===== config.mk =====
export PLATFORM = sky130hd
export DESIGN_NAME = aim65_tty_uart
export DESIGN_NICKNAME = d
export VERILOG_FILES = /design/src/rtl/aim65_tty_pkg.sv /design/src/rtl/aim65_tty_fifo.sv /design/src/rtl/aim65_tty_uart.sv
export SDC_FILE = /design/constraint.sdc
export NUM_CORES = 1
export LEC_CHECK = 0
export ABC_AREA = 1
export BUFFER_PORTS_ARGS = -buffer_cell sky130_fd_sc_hd__buf_2
export CAP_MARGIN = 20
export CORE_MARGIN = 4
export CORE_UTILIZATION = 60
export DETAILED_ROUTE_END_ITERATION = 12
export PLACE_DENSITY_LB_ADDON = 0.2
export SYNTH_ARGS = -nofsm -noshare
export SYNTH_HDL_FRONTEND = slang
export SYNTH_HIERARCHICAL = 1
export SYNTH_SLANG_ARGS = --single-unit

===== constraint.sdc =====
create_clock -name i_cpu_clk -period 6.5 [get_ports i_cpu_clk]
set_input_delay 0.975 -clock i_cpu_clk [delete_from_list [all_inputs] [get_ports i_cpu_clk]]
set_output_delay 0.975 -clock i_cpu_clk [all_outputs]
set_load 0.05 [all_outputs]

===== src/rtl/aim65_tty_pkg.sv =====
// aim65_tty_pkg: shared constants, FSM state encodings and sizing helper for
// the AIM65 TTY bridge.
// Contents: UART_BITS, MIN_CLK_DIV, tx/rx state types + codes, baud_cnt_width().
package aim65_tty_pkg;

   localparam int UART_BITS   = 8;
   localparam int MIN_CLK_DIV = 4;

   // State codes are plain constants so that older tools and netlist
   // viewers keep displaying them as numbers.
   typedef logic [1:0] tx_state_t;
   localparam tx_state_t TX_IDLE  = 2'd0;
   localparam tx_state_t TX_START = 2'd1;
   localparam tx_state_t TX_DATA  = 2'd2;
   localparam tx_state_t TX_STOP  = 2'd3;

   typedef logic [1:0] rx_state_t;
   localparam rx_state_t RX_IDLE  = 2'd0;
   localparam rx_state_t RX_START = 2'd1;
   localparam rx_state_t RX_DATA  = 2'd2;
   localparam rx_state_t RX_STOP  = 2'd3;

   // Baud down-counter width: it only ever holds 0 .. clk_div-1.
   function automatic int baud_cnt_width(input int clk_div);
      return (clk_div < 2) ? 1 : $clog2(clk_div);
   endfunction

endpackage


===== src/rtl/aim65_tty_fifo.sv =====
// aim65_tty_fifo: synchronous FIFO, extra pointer bit distinguishes full/empty.
// Latency: a pushed word is visible on o_pop_dat (and !o_empty) after one edge.
// Backpressure: pushes while full and pops while empty are ignored.
// Ports: i_clk, i_reset (sync, active-high), i_push/i_push_dat, i_pop/o_pop_dat,
//        o_full, o_empty, o_level (0 .. DEPTH).
module aim65_tty_fifo #(
   parameter int WIDTH = 8,
   parameter int DEPTH = 16
) (
   input  logic                     i_clk,
   input  logic                     i_reset,
   input  logic                     i_push,
   input  logic [WIDTH-1:0]         i_push_dat,
   input  logic                     i_pop,
   output logic [WIDTH-1:0]         o_pop_dat,
   output logic                     o_full,
   output logic                     o_empty,
   output logic [$clog2(DEPTH):0]   o_level
);
   localparam int AW = $clog2(DEPTH);

   logic [WIDTH-1:0] r_mem [DEPTH];
   logic [AW:0]      r_wptr;
   logic [AW:0]      r_rptr;
   logic             w_push;
   logic             w_pop;

   assign w_push = i_push && !o_full;
   assign w_pop  = i_pop  && !o_empty;

   always_ff @(posedge i_clk) begin
      if (i_reset) begin
         r_wptr <= '0;
         r_rptr <= '0;
      end else begin
         if (w_push) r_wptr <= r_wptr + 1'b1;
         if (w_pop)  r_rptr <= r_rptr + 1'b1;
      end
   end

   // Storage needs no reset: the pointers define what is valid.
   always_ff @(posedge i_clk) begin
      if (w_push) r_mem[r_wptr[AW-1:0]] <= i_push_dat;
   end

   assign o_pop_dat = r_mem[r_rptr[AW-1:0]];
   assign o_empty   = (r_wptr == r_rptr);
   assign o_full    = (r_wptr[AW] != r_rptr[AW]) &&
                      (r_wptr[AW-1:0] == r_rptr[AW-1:0]);
   assign o_level   = r_wptr - r_rptr;

endmodule


===== src/rtl/aim65_tty_uart.sv =====
// aim65_tty_uart: 8N1 TTY bridge between host byte streams and the AIM65
// bit-banged serial lines (core tx_data -> host, host -> core rx_data).
// Latency: host handshake at edge E drives the start bit on o_tty_rx after E+2;
//          a received byte is presented at the stop-bit mid-sample edge.
// Backpressure: o_host_tx_ready = FIFO not full; received bytes are held
//          until taken, a byte arriving while one is held is dropped (o_rx_overrun).
// Ports: i_cpu_clk, i_reset (sync, active-high); host TX byte valid/ready;
//        host RX byte valid/ready; o_tty_rx (to core), i_tty_tx (from core,
//        asynchronous); o_rx_overrun / o_rx_frame_err pulses; o_tx_busy.
module aim65_tty_uart
   import aim65_tty_pkg::*;
#(
   parameter int CLK_DIV    = 104,
   parameter int FIFO_DEPTH = 16,
   parameter int STOP_BITS  = 1
) (
   input  logic       i_cpu_clk,
   input  logic       i_reset,
   input  logic [7:0] i_host_tx_data,
   input  logic       i_host_tx_valid,
   output logic       o_host_tx_ready,
   output logic [7:0] o_host_rx_data,
   output logic       o_host_rx_valid,
   input  logic       i_host_rx_ready,
   output logic       o_tty_rx,
   input  logic       i_tty_tx,
   output logic       o_rx_overrun,
   output logic       o_rx_frame_err,
   output logic       o_tx_busy
);
   localparam int BW = baud_cnt_width(CLK_DIV);
   localparam int LW = $clog2(FIFO_DEPTH) + 1;
   localparam logic [BW-1:0] BAUD_LAST = BW'(CLK_DIV - 1);
   localparam logic [BW-1:0] BAUD_HALF = BW'(CLK_DIV / 2 - 1);
   localparam logic [2:0]    BIT_LAST  = 3'(UART_BITS - 1);
   localparam logic [2:0]    STOP_LAST = 3'(STOP_BITS - 1);

   if (CLK_DIV < MIN_CLK_DIV || (CLK_DIV % 2) != 0) begin : g_bad_clk_div
      $error("CLK_DIV must be even and at least MIN_CLK_DIV");
   end
   if (FIFO_DEPTH < 2 || (FIFO_DEPTH & (FIFO_DEPTH - 1)) != 0) begin : g_bad_depth
      $error("FIFO_DEPTH must be a power of two, at least 2");
   end
   if (STOP_BITS < 1 || STOP_BITS > 2) begin : g_bad_stop
      $error("STOP_BITS must be 1 or 2");
   end

   // ---------------------------------------------------------------- TX path
   logic [UART_BITS-1:0] w_fifo_dat;
   logic                 w_fifo_full;
   logic                 w_fifo_empty;
   logic [LW-1:0]        w_fifo_level;
   logic                 w_fifo_pop;

   tx_state_t            r_tx_state;
   logic [BW-1:0]        r_tx_baud;
   logic [2:0]           r_tx_bit;
   logic [UART_BITS-1:0] r_tx_shift;
   logic                 r_tty_rx;
   logic                 r_tx_busy;
   logic                 w_tx_tick;
   logic                 w_tx_line;

   aim65_tty_fifo #(.WIDTH(UART_BITS), .DEPTH(FIFO_DEPTH)) u_tx_fifo (
      .i_clk      (i_cpu_clk),
      .i_reset    (i_reset),
      .i_push     (i_host_tx_valid),
      .i_push_dat (i_host_tx_data),
      .i_pop      (w_fifo_pop),
      .o_pop_dat  (w_fifo_dat),
      .o_full     (w_fifo_full),
      .o_empty    (w_fifo_empty),
      .o_level    (w_fifo_level)
   );

   assign w_tx_tick = (r_tx_baud == '0);

   // Pop from IDLE, or at the very end of the last stop bit so that
   // consecutive frames run back-to-back with no idle gap.
   always_comb begin
      w_fifo_pop = 1'b0;
      if (!w_fifo_empty) begin
         if (r_tx_state == TX_IDLE)
            w_fifo_pop = 1'b1;
         else if (r_tx_state == TX_STOP && w_tx_tick && r_tx_bit == STOP_LAST)
            w_fifo_pop = 1'b1;
      end
   end

   always_comb begin
      w_tx_line = 1'b1;
      case (r_tx_state)
         TX_START: w_tx_line = 1'b0;
         TX_DATA:  w_tx_line = r_tx_shift[0];
         default:  w_tx_line = 1'b1;
      endcase
   end

   always_ff @(posedge i_cpu_clk) begin
      if (i_reset) begin
         r_tx_state <= TX_IDLE;
         r_tx_baud  <= '0;
         r_tx_bit   <= '0;
         r_tx_shift <= '0;
      end else begin
         case (r_tx_state)
            TX_IDLE: begin
               if (w_fifo_pop) begin
                  r_tx_shift <= w_fifo_dat;
                  r_tx_baud  <= BAUD_LAST;
                  r_tx_state <= TX_START;
               end
            end
            TX_START: begin
               if (w_tx_tick) begin
                  r_tx_baud  <= BAUD_LAST;
                  r_tx_bit   <= '0;
                  r_tx_state <= TX_DATA;
               end else begin
                  r_tx_baud <= r_tx_baud - 1'b1;
               end
            end
            TX_DATA: begin
               if (w_tx_tick) begin
                  r_tx_baud  <= BAUD_LAST;
                  r_tx_shift <= r_tx_shift >> 1;
                  if (r_tx_bit == BIT_LAST) begin
                     r_tx_bit   <= '0;
                     r_tx_state <= TX_STOP;
                  end else begin
                     r_tx_bit <= r_tx_bit + 3'd1;
                  end
               end else begin
                  r_tx_baud <= r_tx_baud - 1'b1;
               end
            end
            default: begin
               // r_tx_bit counts stop bits here.
               if (w_tx_tick) begin
                  r_tx_baud <= BAUD_LAST;
                  if (r_tx_bit == STOP_LAST) begin
                     r_tx_bit <= '0;
                     if (w_fifo_pop) begin
                        r_tx_shift <= w_fifo_dat;
                        r_tx_state <= TX_START;
                     end else begin
                        r_tx_state <= TX_IDLE;
                     end
                  end else begin
                     r_tx_bit <= r_tx_bit + 3'd1;
                  end
               end else begin
                  r_tx_baud <= r_tx_baud - 1'b1;
               end
            end
         endcase
      end
   end

   // Registered line and busy flag: glitch-free output, and busy stays
   // aligned with the line it describes.
   always_ff @(posedge i_cpu_clk) begin
      if (i_reset) begin
         r_tty_rx  <= 1'b1;
         r_tx_busy <= 1'b0;
      end else begin
         r_tty_rx  <= w_tx_line;
         r_tx_busy <= (w_fifo_level != '0) || (r_tx_state != TX_IDLE);
      end
   end

   assign o_tty_rx        = r_tty_rx;
   assign o_tx_busy       = r_tx_busy;
   assign o_host_tx_ready = !w_fifo_full;

   // ---------------------------------------------------------------- RX path
   logic                 r_rx_sync1;
   logic                 r_rx_sync2;
   logic                 r_rx_prev;
   rx_state_t            r_rx_state;
   logic [BW-1:0]        r_rx_baud;
   logic [2:0]           r_rx_bit;
   logic [UART_BITS-1:0] r_rx_shift;
   logic [UART_BITS-1:0] r_host_rx_data;
   logic                 r_host_rx_valid;
   logic                 r_rx_overrun;
   logic                 r_rx_frame_err;
   logic                 w_rx_tick;
   logic                 w_rx_fall;
   logic                 w_rx_deliver;
   logic                 w_rx_bad_stop;

   assign w_rx_tick     = (r_rx_baud == '0);
   assign w_rx_fall     = r_rx_prev && !r_rx_sync2;
   assign w_rx_deliver  = (r_rx_state == RX_STOP) && w_rx_tick &&  r_rx_sync2;
   assign w_rx_bad_stop = (r_rx_state == RX_STOP) && w_rx_tick && !r_rx_sync2;

   always_ff @(posedge i_cpu_clk) begin
      if (i_reset) begin
         r_rx_sync1 <= 1'b1;
         r_rx_sync2 <= 1'b1;
         r_rx_prev  <= 1'b1;
      end else begin
         r_rx_sync1 <= i_tty_tx;
         r_rx_sync2 <= r_rx_sync1;
         r_rx_prev  <= r_rx_sync2;
      end
   end

   // IDLE is edge-triggered: after a bad stop bit the FSM goes straight back
   // to IDLE, and a line still held low cannot start a frame until it has
   // returned high and fallen again.
   always_ff @(posedge i_cpu_clk) begin
      if (i_reset) begin
         r_rx_state <= RX_IDLE;
         r_rx_baud  <= '0;
         r_rx_bit   <= '0;
         r_rx_shift <= '0;
      end else begin
         case (r_rx_state)
            RX_IDLE: begin
               if (w_rx_fall) begin
                  r_rx_baud  <= BAUD_HALF;
                  r_rx_state <= RX_START;
               end
            end
            RX_START: begin
               if (w_rx_tick) begin
                  if (r_rx_sync2) begin
                     r_rx_state <= RX_IDLE;   // glitch shorter than half a bit
                  end else begin
                     r_rx_baud  <= BAUD_LAST;
                     r_rx_bit   <= '0;
                     r_rx_state <= RX_DATA;
                  end
               end else begin
                  r_rx_baud <= r_rx_baud - 1'b1;
               end
            end
            RX_DATA: begin
               if (w_rx_tick) begin
                  r_rx_baud  <= BAUD_LAST;
                  r_rx_shift <= {r_rx_sync2, r_rx_shift[UART_BITS-1:1]};
                  if (r_rx_bit == BIT_LAST)
                     r_rx_state <= RX_STOP;
                  else
                     r_rx_bit <= r_rx_bit + 3'd1;
               end else begin
                  r_rx_baud <= r_rx_baud - 1'b1;
               end
            end
            default: begin
               // Leave at mid stop bit so the next start edge can be caught
               // in the second half of the stop bit.
               if (w_rx_tick)
                  r_rx_state <= RX_IDLE;
               else
                  r_rx_baud <= r_rx_baud - 1'b1;
            end
         endcase
      end
   end

   always_ff @(posedge i_cpu_clk) begin
      if (i_reset) begin
         r_host_rx_data  <= '0;
         r_host_rx_valid <= 1'b0;
         r_rx_overrun    <= 1'b0;
         r_rx_frame_err  <= 1'b0;
      end else begin
         r_rx_overrun   <= 1'b0;
         r_rx_frame_err <= w_rx_bad_stop;
         if (w_rx_deliver) begin
            // A byte taken this same cycle frees the holder for the new one.
            if (!r_host_rx_valid || i_host_rx_ready) begin
               r_host_rx_data  <= r_rx_shift;
               r_host_rx_valid <= 1'b1;
            end else begin
               r_rx_overrun <= 1'b1;
            end
         end else if (r_host_rx_valid && i_host_rx_ready) begin
            r_host_rx_valid <= 1'b0;
         end
      end
   end

   assign o_host_rx_data  = r_host_rx_data;
   assign o_host_rx_valid = r_host_rx_valid;
   assign o_rx_overrun    = r_rx_overrun;
   assign o_rx_frame_err  = r_rx_frame_err;

endmodule

Word-level counts from Yosys, hierarchy flattened
Memories as Yosys holds them, arrays and structs flattened. A register that Yosys moved wholly into a read port is not among the register bits.
Cells that the tools add are included.
{"block": "totals", "regBits": 66, "input_bits": 13, "ram_bits": 128, "wordCells": 145, "memories": 1, "out_inout_bits": 14}
{"memory": "u_tx_fifo.r_mem", "depth": 16, "word_bits": 8, "rd": 1, "rd_ports_with_merged_regs": 1, "wr": 1, "line": "aim65_tty_fifo.sv:22", "source": "logic [WIDTH-1:0] r_mem [DEPTH];"}
{"block": "classes", "n_reduce_logical": 39, "add_sub_neg": 7, "muxes": 52, "n_bitwise": 3, "eq_ne": 24}
{"cell": "7-bit two-way mux", "count": 8}
{"cell": "8-bit two-way mux", "count": 4}
{"cell": "3-bit two-way mux", "count": 9}
{"cell": "2-bit two-way mux", "count": 12}
{"cell": "8-bit one-hot mux with 3 select lines", "count": 1}
{"cell": "7-bit one-hot mux with 3 select lines", "count": 1}
{"cell": "2-bit != test (second input constant)", "count": 9}
{"cell": "7-bit logical NOT", "count": 2}
{"cell": "7-bit by 1-bit subtractor with 7-bit output (second input constant)", "count": 2}
{"cell": "2-bit one-hot mux with 3 select lines", "count": 2}
{"cell": "5-bit by 1-bit adder with 5-bit output (second input constant)", "count": 2}
{"cell": "1-bit logical AND", "count": 10}
{"cell": "1-bit two-way mux", "count": 10}
{"cell": "5-bit AND reduction", "count": 2}
{"cell": "2-bit nonzero test", "count": 5}
{"cell": "3-bit one-hot mux with 3 select lines", "count": 1}
{"cell": "2-bit == test (second input constant)", "count": 4}
{"cell": "4-bit two-way mux", "count": 2}
{"cell": "2-bit AND reduction", "count": 4}
{"cell": "3-bit by 1-bit adder with 3-bit output (second input constant)", "count": 2}
{"cell": "3-bit == test (second input constant)", "count": 2}
{"cell": "3-bit one-hot mux with 2 select lines", "count": 1}
{"cell": "6-bit AND reduction", "count": 1}
{"cell": "5-bit == test", "count": 1}
{"cell": "19 further kinds", "count": 28}

Logic depth before layout (Yosys ltp)
Gate-level depths: netlist (run 1).
{"block": "depth", "depth_word": 10, "mapped_depth": 14, "depth_no_buf": 13}

By module
Netlist (run 1), hierarchy kept.
{"module": "aim65_tty_fifo", "cells_each": 658, "seq_area_each_um2": 4124.0, "n_inst": 1, "area_per_inst_um2": 6473.7}
{"module": "aim65_tty_uart", "cells_each": 383, "seq_area_each_um2": 1121.1, "n_inst": 1, "area_per_inst_um2": 2922.8}

Worst setup path after synthesis (run 1)
No wires, ideal clock.
{"block": "synth_timing", "kind": "reg-to-output", "from": "register u_tx_fifo.r_rptr[2]", "to": "output port o_host_tx_ready", "path_stages_with_launch": 9, "arrival_time_ns": 1.494, "path_buffers": 1, "setup_slack_ns": 4.031, "t_required_ns": 5.525, "cell_sequence": "dfxtp_1 > clkbuf_1 > inv_1 > ha_1 > nand2_2 > nor2_4 > nand2_4 > inv_1 > inv_1"}
{"block": "synth_via", "elab_chain_len": 3}
{"item": "start: declaration", "line": "aim65_tty_fifo.sv:24", "source": "logic [AW:0] r_rptr;"}
{"item": "start signal: assignment", "line": "aim65_tty_fifo.sv:37", "source": "if (w_pop) r_rptr <= r_rptr + 1'b1;"}
{"item": "4-bit == test", "line": "aim65_tty_fifo.sv:49", "source": "(r_wptr[AW-1:0] == r_rptr[AW-1:0]);"}
{"item": "1-bit logical AND", "line": "aim65_tty_fifo.sv:48", "source": "assign o_full = (r_wptr[AW] != r_rptr[AW]) &&"}
{"item": "net w_fifo_full", "line": "aim65_tty_uart.sv:50", "source": "logic w_fifo_full;"}
{"item": "1-bit logical NOT", "line": "aim65_tty_uart.sv:174", "source": "assign o_host_tx_ready = !w_fifo_full;"}
{"item": "end: declaration", "line": "aim65_tty_uart.sv:21", "source": "output logic o_host_tx_ready,"}
The timed path passes the listed nets, and every way through them passes these cells.

Worst setup path after layout (run 1)
{"block": "layout_timing", "from": "register u_tx_fifo.r_rptr[3]", "to": "output port o_host_tx_ready"}
Same word-level chain as after synthesis.

==> impl_metrics.toml, run 1 <==
[worst_setup_path]
timing.setup.critical_path_class = "register to output pin"
path_common_cell = "inv_1"
crit_fanout = 5
crit_arrival_ps = 2020
crit_required_ps = 5520
start_kind = "register"
critPathSlowestCell = "dfxtp_1"
cpPeakStageDelay_ps = 440
end_kind = "output pin"
reg2reg_slack_ps = 3950
worstPathCellList = "inv_1, ha_1, nand2_2, nor2_4, nand2_4, inv_1, inv_1, buf_2"
critical_path_buf_inv_count = 4
critical_path.top_delay_family = "flip-flops"

[die]
start_util_pct = 61.6
fp.dieH_um = 133
die_area_um2 = 17700
pin_count = 27
placementRows = 45
placeableCoreArea_um2 = 15300
die_width_um = 133

[clock_tree]
htree_num_levels = 4
cts.path.max_buffers = 2
cts.hold.buffers_added = 0
postCtsSetupBuffers = 0
cts.sink_count = 198
cts_made_buffers = 17
worstSkewPairLatency_ps = 440
tritoncts_clock_tree = "yes"
clock_tree.root_cell = "clkbuf_16"
path_clk_slew_ps = 70
post_cts.resized_instances = 0

[logic_synthesis]
avgSynthCellArea_um2 = 9.03
postSynth.topFlopCell = "edfxtp_1"
postSynthRegisterBits = 198
syn_nets = 1081
synth_async_sr_flop_share_pct = 0
synth_edf_count = 128
yosysUniqueCellTypes = 43
synthCells = 1041
synth_top_area_share_pct = 40.9
yosysWarningCount = 6
post_synth_main_area_contributors = "edfxtp_1, dfxtp_1, nand2_1, nand3_1, inv_1"
yosysSeqAreaShare_pct = 55.8
synthesis.area_um2 = 9400
synth_largest_area_cell = "edfxtp_1"

[timing]
final.period_utilization_pct = 46.1
fin_tns_setup_ps = 0
timing.slew.headroom_pct = 35.3
worst_clock_skew_ps = 7.02
setup_viol = 0
worstMarginPinSlew_ps = 968
finalMaxSlewViolations = 0
grt_setup_unrepaired = "false"
count_of_endpoints_failing_hold_in_the_final_timing_report = 0
post-route-worst-setup-slack_ps = 3500
fmaxAchievable_mhz = 334
final.min_clock_period_ps = 3000

[drt]
drt_first_pass_iters = 5
ant_nets = 0
wire_per_inst_um = 15.1
postRouteWirelength_mm = 19.3
detailedRoute.firstIterationViolations = 728
detailroute.via_count = 6804
route.detailed.drc = 0
vias_per_std_cell = 5.32

[placement]
post-dp-hpwl_mm = 12.3
gp_congestion = 0.821
dpl_cell_area_um2 = 9610
pre_cts_ws_ps = 3820
port_buffers = 26

[cells_and_area]
postLayoutCellArea_um2 = 10300
flow.area_growth_from_synthesis_pct = 9.73
drive_above_1_share_pct = 11.2
final_net_count = 1094
total_inserted_antenna_cells = 0
fin_util_pct = 67.6

[grt]
grt_overflow = 0
pin_count_of_the_biggest_net_entering_global_routing = 66
grt.total_usage_pct = 22.9
antenna_found_initial = 0
grt_first_pass_wirelength_mm = 32.0
vias_in_the_first_global_route = 6254

[power_and_ir_drop]
vdd_drop_max_mv = 0.274
total_leakage_power_nw = 4.46
ratio_of_total_power_to_cell_area_nw_per_um2 = 408

[run]
maximum_capacitance_violations = 0

[outcome]
status = "finished clean"

[worst_hold_path]
timing.hold.worst.class = "register to register"
==> cell usage after synthesis (all sizes together) (8+ instances only) <==
master  number
a21oi       51
buf         30
clkbuf       8
dfxtp       70
edfxtp     128
ha          26
inv        162
nand2      274
nand3      135
nand4        9
nor2        80
o21ai       32
==> where the power goes <==
| group | leakage [nW] | total [mW] | switching, mW | internal, mW |
|---|---|---|---|---|
| Sequential | 1.73 | 1.49 | 0.0641 | 1.43 |
| Combinational | 2.43 | 1.58 | 1.06 | 0.517 |
| Clock | 0.308 | 1.14 | 0.483 | 0.655 |
==> kinds of logic after synthesis <==
| kind of cell | count (synthesis) | synth area share, % |
|---|---|---|
| xor gates and xnor gates | 9 | 0.839 |
| DFF | 198 | 55.8 |
| AOI/OAI and AO/OA | 90 | 5.53 |
| adders and majority gates | 27 | 3.68 |
| buffers and inverters | 200 | 8.79 |
| muxes | 7 | 0.746 |
| and+or+nand+nor | 510 | 24.6 |
==> flip-flops by register name, summed over array words and instances, names as in the netlist, 2 cells and up, named ones only <==
signal            count
r_tx_shift            8
o_host_rx_data        8
r_rx_state            2
r_tx_state            2
r_rx_bit              3
r_rx_shift            8
r_tx_baud             7
r_tx_bit              3
r_rx_baud             7
u_tx_fifo/r_mem     128
u_tx_fifo/r_wptr      5
u_tx_fifo/r_rptr      5
==> final timing paths <==
kind / start / end / depth (start not counted)
max: u_tx_fifo/r_rptr[3] / o_host_tx_ready / 8
min: r_rx_sync1 / r_rx_sync2 / 1
max reg2reg: u_tx_fifo/r_rptr[3] / u_tx_fifo/r_mem[2][0] / 9
min reg2reg: r_rx_sync1 / r_rx_sync2 / 1
==> layout by cell type (no fill, tap or decap), drive strengths merged, types with 9 or more instances in the layout <==
cell and n:
nand2 274, inv 165, nand3 135, edfxtp 128, nor2 80, dfxtp 70, a21oi 51, o21ai 32
buf 32, ha 26, clkbuf 17, nand4 9
==> routing by layer <==
metal | wire (µm) | vias to the layer above | GRT usage (%) | share of wire (%)
li1 | - | 3390 | - | -
met1 | 8680 | 3172 | 31.6 | 45
met2 | 9240 | 215 | 37.1 | 48
met3 | 1120 | 27 | 4.46 | 5.8
met4 | 300 | 0 | 6.74 | 1.6
met5 | 0 | - | 0 | 0
==> stage by stage <==
step,instances,power [mW],hold WS [ps]
finish,1278,4.21,411
floorplan,1041,2.76,389
CTS,1276,4.19,410
global route,1278,4.49,421
detailed placement,1244,3.05,392
global placement,1243,3.01,393
==> cell type report <==
class                      count  area, µm²
fill                        1227       4950
tap                          211        264
timing repair buffer          32        205
multi-input combinational    643       3330
sequential                   198       5250
clock inverter                15        224
clock buffer                  17        425
inverter                     162        616
No activity file was read; power rests on OpenSTA's default activity.
==> run 2, diff against run 1 <==
Settings changed: ABC_AREA 1 to 0, CORE_UTILIZATION 60 to 56.
Clock period 6.5 ns to 2.5 ns, I/O delays scaled along.
==> run 2 against run 1 <==
- first-iteration DRC count down 31%
- synthesized area down 8.0%
- total power up 130%
- setup slack worse by 3400 ps
- sequential cell count unchanged
- critical path depth down 1
==> impl_metrics.toml, run 2 <==
[die]
die_width_um = 132
placementRows = 45
pin_count = 27
die_area_um2 = 17500
fp.dieH_um = 132
placeableCoreArea_um2 = 15100
start_util_pct = 57.1

[clock_tree]
htree_num_levels = 4
cts_made_buffers = 17
post_cts.resized_instances = 0
cts.hold.buffers_added = 0
cts.path.max_buffers = 2
worstSkewPairLatency_ps = 440
clock_tree.root_cell = "clkbuf_16"
path_clk_slew_ps = 70
postCtsSetupBuffers = 0
cts.sink_count = 198
tritoncts_clock_tree = "yes"

[logic_synthesis]
synth_async_sr_flop_share_pct = 0
avgSynthCellArea_um2 = 13.2
synthesis.area_um2 = 8640
synth_largest_area_cell = "edfxtp_1"
synth_top_area_share_pct = 44.5
yosysUniqueCellTypes = 68
postSynthRegisterBits = 198
yosys-top-cells-count = "edfxtp_1, dfxtp_1, nand2_1"
synthCells = 655
synth.most_common_cell = "edfxtp_1"
yosysWarningCount = 6
postSynth.topFlopCell = "edfxtp_1"
post_synth_main_area_contributors = "edfxtp_1, dfxtp_1, mux4_2, ha_1, a21oi_1"
syn_nets = 695
yosysSeqAreaShare_pct = 60.7
synth_edf_count = 128

[grt]
antenna_found_initial = 0
grt_first_pass_wirelength_mm = 28.9
grt.total_usage_pct = 20.8
pin_count_of_the_biggest_net_entering_global_routing = 58
vias_in_the_first_global_route = 5578
grt_overflow = 0

[cells_and_area]
drive_above_1_share_pct = 21.7
total_inserted_antenna_cells = 0
final-seq-area_um2 = 5250
flow.area_growth_from_synthesis_pct = 13.3
fillerInstances = 1122
postLayoutCellArea_um2 = 9790
final_net_count = 742
largest_register_ff_count = 128
final_common_cell = "edfxtp_1"
most-common-layout-cells = "edfxtp_1, dfxtp_1, nand2_1"
multi_input_comb_area_um2 = 3180

[timing]
final.min_clock_period_ps = 2380
count_of_endpoints_failing_hold_in_the_final_timing_report = 0
fin_tns_setup_ps = 0
fmaxAchievable_mhz = 420
final.period_utilization_pct = 95.2
finalMaxSlewViolations = 0
post-route-worst-setup-slack_ps = 119
setup_viol = 0
worst_clock_skew_ps = 18.3
timing.slew.headroom_pct = 46.7
worstMarginPinSlew_ps = 798

[worst_setup_path]
end_kind = "output pin"
crit_fanout = 5
reg2reg_slack_ps = 260
count_of_cells_along_the_worst_register_to_register_path = 6
critical_path_buf_inv_count = 4
path_common_cell = "inv_1"
critPathSlowestCell = "dfxtp_1"
cpPeakStageDelay_ps = 360
worst_r2r_startpoint = "u_tx_fifo/r_wptr[1]"
timing.rr.end = "u_tx_fifo/r_mem[2][1]"
start_kind = "register"
worstPathCellList = "inv_1, ha_1, and4_4, nand2_1, inv_1, inv_1, buf_2"
timing.setup.critical_path_class = "register to output pin"
crit_arrival_ps = 2010
crit_required_ps = 2120
critical_path.top_delay_family = "simple AND/OR/NAND/NOR gates"

[power_and_ir_drop]
total_leakage_power_nw = 3.41
power.share.combinational_pct = 32.6
vdd_drop_max_mv = 0.623
total_power_mw = 9.88
power.sequential.fraction_pct = 39.7
power.clock.fraction_pct = 27.6
switching_share_pct = 33.6
internal-power_mw = 6.55
switching_power_mw = 3.32
ratio_of_total_power_to_cell_area_nw_per_um2 = 1010

[placement]
post-dp-hpwl_mm = 11.5
gp_congestion = 0.833
pre_cts_ws_ps = 97.1
dpl_cell_area_um2 = 9150
port_buffers = 26

[worst_hold_path]
hold_path_depth = 2
hold_endpoint = "r_rx_sync1"
timing.hold.worst.class = "primary input to register"
min_from = "i_tty_tx"

[drt]
vias_per_std_cell = 6.17
detailedRoute.firstIterationViolations = 505
wire_per_inst_um = 19.3
ant_nets = 0
drt_first_pass_iters = 5
detailroute.via_count = 5573
route.detailed.drc = 0
postRouteWirelength_mm = 17.4

[outcome]
status = "finished clean"

[run]
maximum_capacitance_violations = 0
[run 2: cell types whose count changed in the layout (fill, tap and decap cells not counted), sizes merged, moves of 11 or more]
cell	delta
nand3	-115
buf	+26
a21oi	-11
mux4	+32
nor2	-43
a22oi	+16
nor3	+23
inv	-128
nand2	-222
o21ai	-18
[run 2: cells by family (layout without fill, tap and decap cells)]
group / Yosys count / in the layout / synth area share, %
xor+xnor: 12 / 12 / 1.30
buf+inv: 62 / 122 / 2.92
fa+ha+maj: 27 / 27 / 4.00
flops: 198 / 198 / 60.7
compound gates: 122 / 122 / 9.73
mux: 52 / 52 / 10.8
simple gates: 182 / 182 / 10.6
[run 2: per-layer routing]
metal  track usage, %  vias up  routed length, µm
li1                 -     2590                  -
met1             27.8     2786               7420
met2             33.8      159               8730
met3             4.62       38                786
met4             7.27        0                469
met5                0        -                  0
[run 2: how the worst max path moves through the flow]
stage,cells after the start,to,start,slack (ps)
floorplan,6,u_tx_fifo/r_mem[0][0],u_tx_fifo/r_rptr[2],260
global placement,10,u_tx_fifo/r_rptr[4],r_tx_baud[0],180
detailed placement,10,u_tx_fifo/r_rptr[4],r_tx_baud[0],100
CTS,7,o_host_tx_ready,u_tx_fifo/r_rptr[2],30
global route,7,o_host_tx_ready,u_tx_fifo/r_rptr[3],-50
finish,7,o_host_tx_ready,u_tx_fifo/r_rptr[3],120
[run 2: final cells by class]
type                            count  share of cell area [%]
Clock buffer                       18                    4.49
Multi-Input combinational cell    395                    32.5
Inverter                           32                    1.23
Tap cell                          188                    2.40
Timing Repair Buffer               58                    4.17
Sequential cell                   198                    53.6
Clock inverter                     14                    1.62
[run 2: metrics by stage]
step	hold WS (ps)	instances	util [%]
2_1_floorplan	389	655	-
3_3_place_gp	402	871	60.4
3_5_place_dp	400	871	60.4
4_1_cts	116	903	64.4
5_1_grt	130	903	64.7
6_report	128	903	64.7
[run 2: power groups by stage]
stage | clock, mW | sequential [mW] | combinational (mW)
6_report | 2.73 | 3.92 | 3.22
5_1_grt | 2.93 | 3.95 | 3.55
4_1_cts | 2.78 | 3.92 | 3.17
3_5_place_dp | 0 | 3.99 | 3.15
3_3_place_gp | 0 | 3.97 | 3.07
2_1_floorplan | 0 | 3.98 | 2.38
==> run 3, diff against run 2 <==
Settings changed: CORE_ASPECT_RATIO set to 1.5.
==> run 3 against run 2 <==
- cell count up 1.3%
- critical path depth unchanged
- non-clock buffer count up 1
- maximum frequency up 0.19%
- first-iteration DRC count down 7.1%
- critical path type unchanged
- critical endpoint unchanged
- highest routed layer unchanged
==> impl_metrics.toml, run 3 (synthesized netlist as in run 2, its figures left out) <==
[outcome]
status = "finished clean"

[clock_tree]
cts.path.max_buffers = 2
clock_tree.root_cell = "clkbuf_16"
cts.hold.buffers_added = 0
tritoncts_clock_tree = "yes"
cts.sink_count = 198
postCtsSetupBuffers = 0
cts_made_buffers = 17
htree_num_levels = 4
path_clk_slew_ps = 70
worstSkewPairLatency_ps = 430

[die]
placementRows = 55
die_area_um2 = 17500
pin_count = 27
start_util_pct = 57.1
die_width_um = 109
placeableCoreArea_um2 = 15100
fp.dieH_um = 160

[worst_setup_path]
critical_path.top_delay_family = "buffers and inverters"
worst_r2r_startpoint = "r_tx_baud[0]"
crit_arrival_ps = 2000
cpPeakStageDelay_ps = 390
count_of_cells_along_the_worst_register_to_register_path = 10
timing.rr.end = "u_tx_fifo/r_rptr[4]"
crit_path_start = "u_tx_fifo/r_rptr[2]"
timing.setup.critical_path_class = "register to output pin"
end_kind = "output pin"
critical_path_buf_inv_count = 4
reg2reg_slack_ps = 280
start_kind = "register"
worstPathCellList = "inv_1, ha_1, and4_4, nand2_1, inv_1, inv_1, clkbuf_4"
path_common_cell = "inv_1"
critPathSlowestCell = "ha_1"
crit_fanout = 5
crit_required_ps = 2120

[worst_hold_path]
min_from = "i_tty_tx"
hold_path_depth = 2
timing.hold.worst.class = "primary input to register"
hold_endpoint = "r_rx_sync1"

[grt]
grt_overflow = 0
grt.total_usage_pct = 21.7
antenna_found_initial = 0
vias_in_the_first_global_route = 5721
grt_first_pass_wirelength_mm = 29.1
pin_count_of_the_biggest_net_entering_global_routing = 33

[placement]
gp_congestion = 0.857
placed_cells_incl_taps = 883
dpl_cell_area_um2 = 9160
pre_cts_ws_ps = 39.4
post-dp-hpwl_mm = 12.4
port_buffers = 26

[drt]
route.detailed.drc = 0
postRouteWirelength_mm = 17.8
wire_per_inst_um = 19.5
detailroute.via_count = 5537
vias_per_std_cell = 6.05
ant_nets = 0
detailedRoute.firstIterationViolations = 469
drt_first_pass_iters = 6

[timing]
worstMarginPinSlew_ps = 726
count_of_endpoints_failing_hold_in_the_final_timing_report = 0
worst_clock_skew_ps = 11.3
grt_setup_unrepaired = "false"
final.min_clock_period_ps = 2380
final.period_utilization_pct = 95.0
finalMaxSlewViolations = 0
setup_viol = 0
post-route-worst-setup-slack_ps = 124
fmaxAchievable_mhz = 421
timing.slew.headroom_pct = 51.5
fin_tns_setup_ps = 0

[cells_and_area]
final_net_count = 743
postLayoutCellArea_um2 = 9770
finish.cell_count_without_fillers = 915
final_common_cell = "edfxtp_1"
flow.area_growth_from_synthesis_pct = 13.0
drive_above_1_share_pct = 21.8
fillerInstances = 1149
largest_register_ff_count = 128
most-common-layout-cells = "edfxtp_1, dfxtp_1, nand2_1"
total_inserted_antenna_cells = 0

[power_and_ir_drop]
ratio_of_total_power_to_cell_area_nw_per_um2 = 1010
total_leakage_power_nw = 3.42
vdd_drop_max_mv = 0.738

[run]
maximum_capacitance_violations = 0
run 3: where the power goes:
part           internal, mW  switching (mW)  total [mW]
Combinational          1.43            1.84        3.27
Sequential             3.70           0.234        3.94
Clock                  1.37            1.25        2.62
Total                  6.50            3.33        9.83
run 3: repair_timing:
item,4_1_cts,5_1_grt
setup endpoints to repair,0,11
gates resized for setup,0,9
hold endpoints to repair,0,0
run 3: through the flow:
| step | util, % | power, mW | hold WS, ps |
|---|---|---|---|
| finish | 64.5 | 9.83 | 136 |
| global route | 64.5 | 10.4 | 126 |
| CTS | 64.3 | 9.81 | 120 |
| detailed placement | 60.5 | 7.19 | 413 |
| global placement | 60.5 | 7.07 | 400 |
| floorplan | - | 6.35 | 389 |
run 3: area by class of cell:
class / count / area, µm² / area share, %
repair buffers: 59 / 405 / 4.15
clock buffers: 17 / 425 / 4.36
well taps: 199 / 249 / 2.55
clock inverters: 15 / 149 / 1.52
multi-input cells: 395 / 3170 / 32.5
flip-flops and latches: 198 / 5250 / 53.7
inverters: 32 / 120 / 1.23
run 3: worst max path at each step:
| stage | endpoint | slack [ps] | depth (start not counted) |
|---|---|---|---|
| floorplan | u_tx_fifo/r_mem[0][0] | 260 | 6 |
| global placement | u_tx_fifo/r_rptr[4] | 190 | 10 |
| detailed placement | r_tx_shift[4] | 40 | 8 |
| CTS | o_host_tx_ready | 30 | 7 |
| global route | o_host_tx_ready | 20 | 7 |
| finish | o_host_tx_ready | 120 | 7 |
run 3: worst reg2reg max path, cell delays in order, from the launching register on:
cell and delay (ps):
dfxtp_1 350, inv_1 70, ha_1 180, or3b_4 420
nor2_2 140, nand2_1 70, a21oi_2 180, nand2_1 110
a2111oi_2 370, xnor2_1 160, nor2_1 50
run 3: metal layers:
metal	global-route usage [%]	vias to the layer above	share of wire, %
met5	0	-	0
met3	4.16	29	3.2
met2	39.9	122	57
met1	25.4	2796	38
li1	-	2590	-
met4	5.84	0	1.8
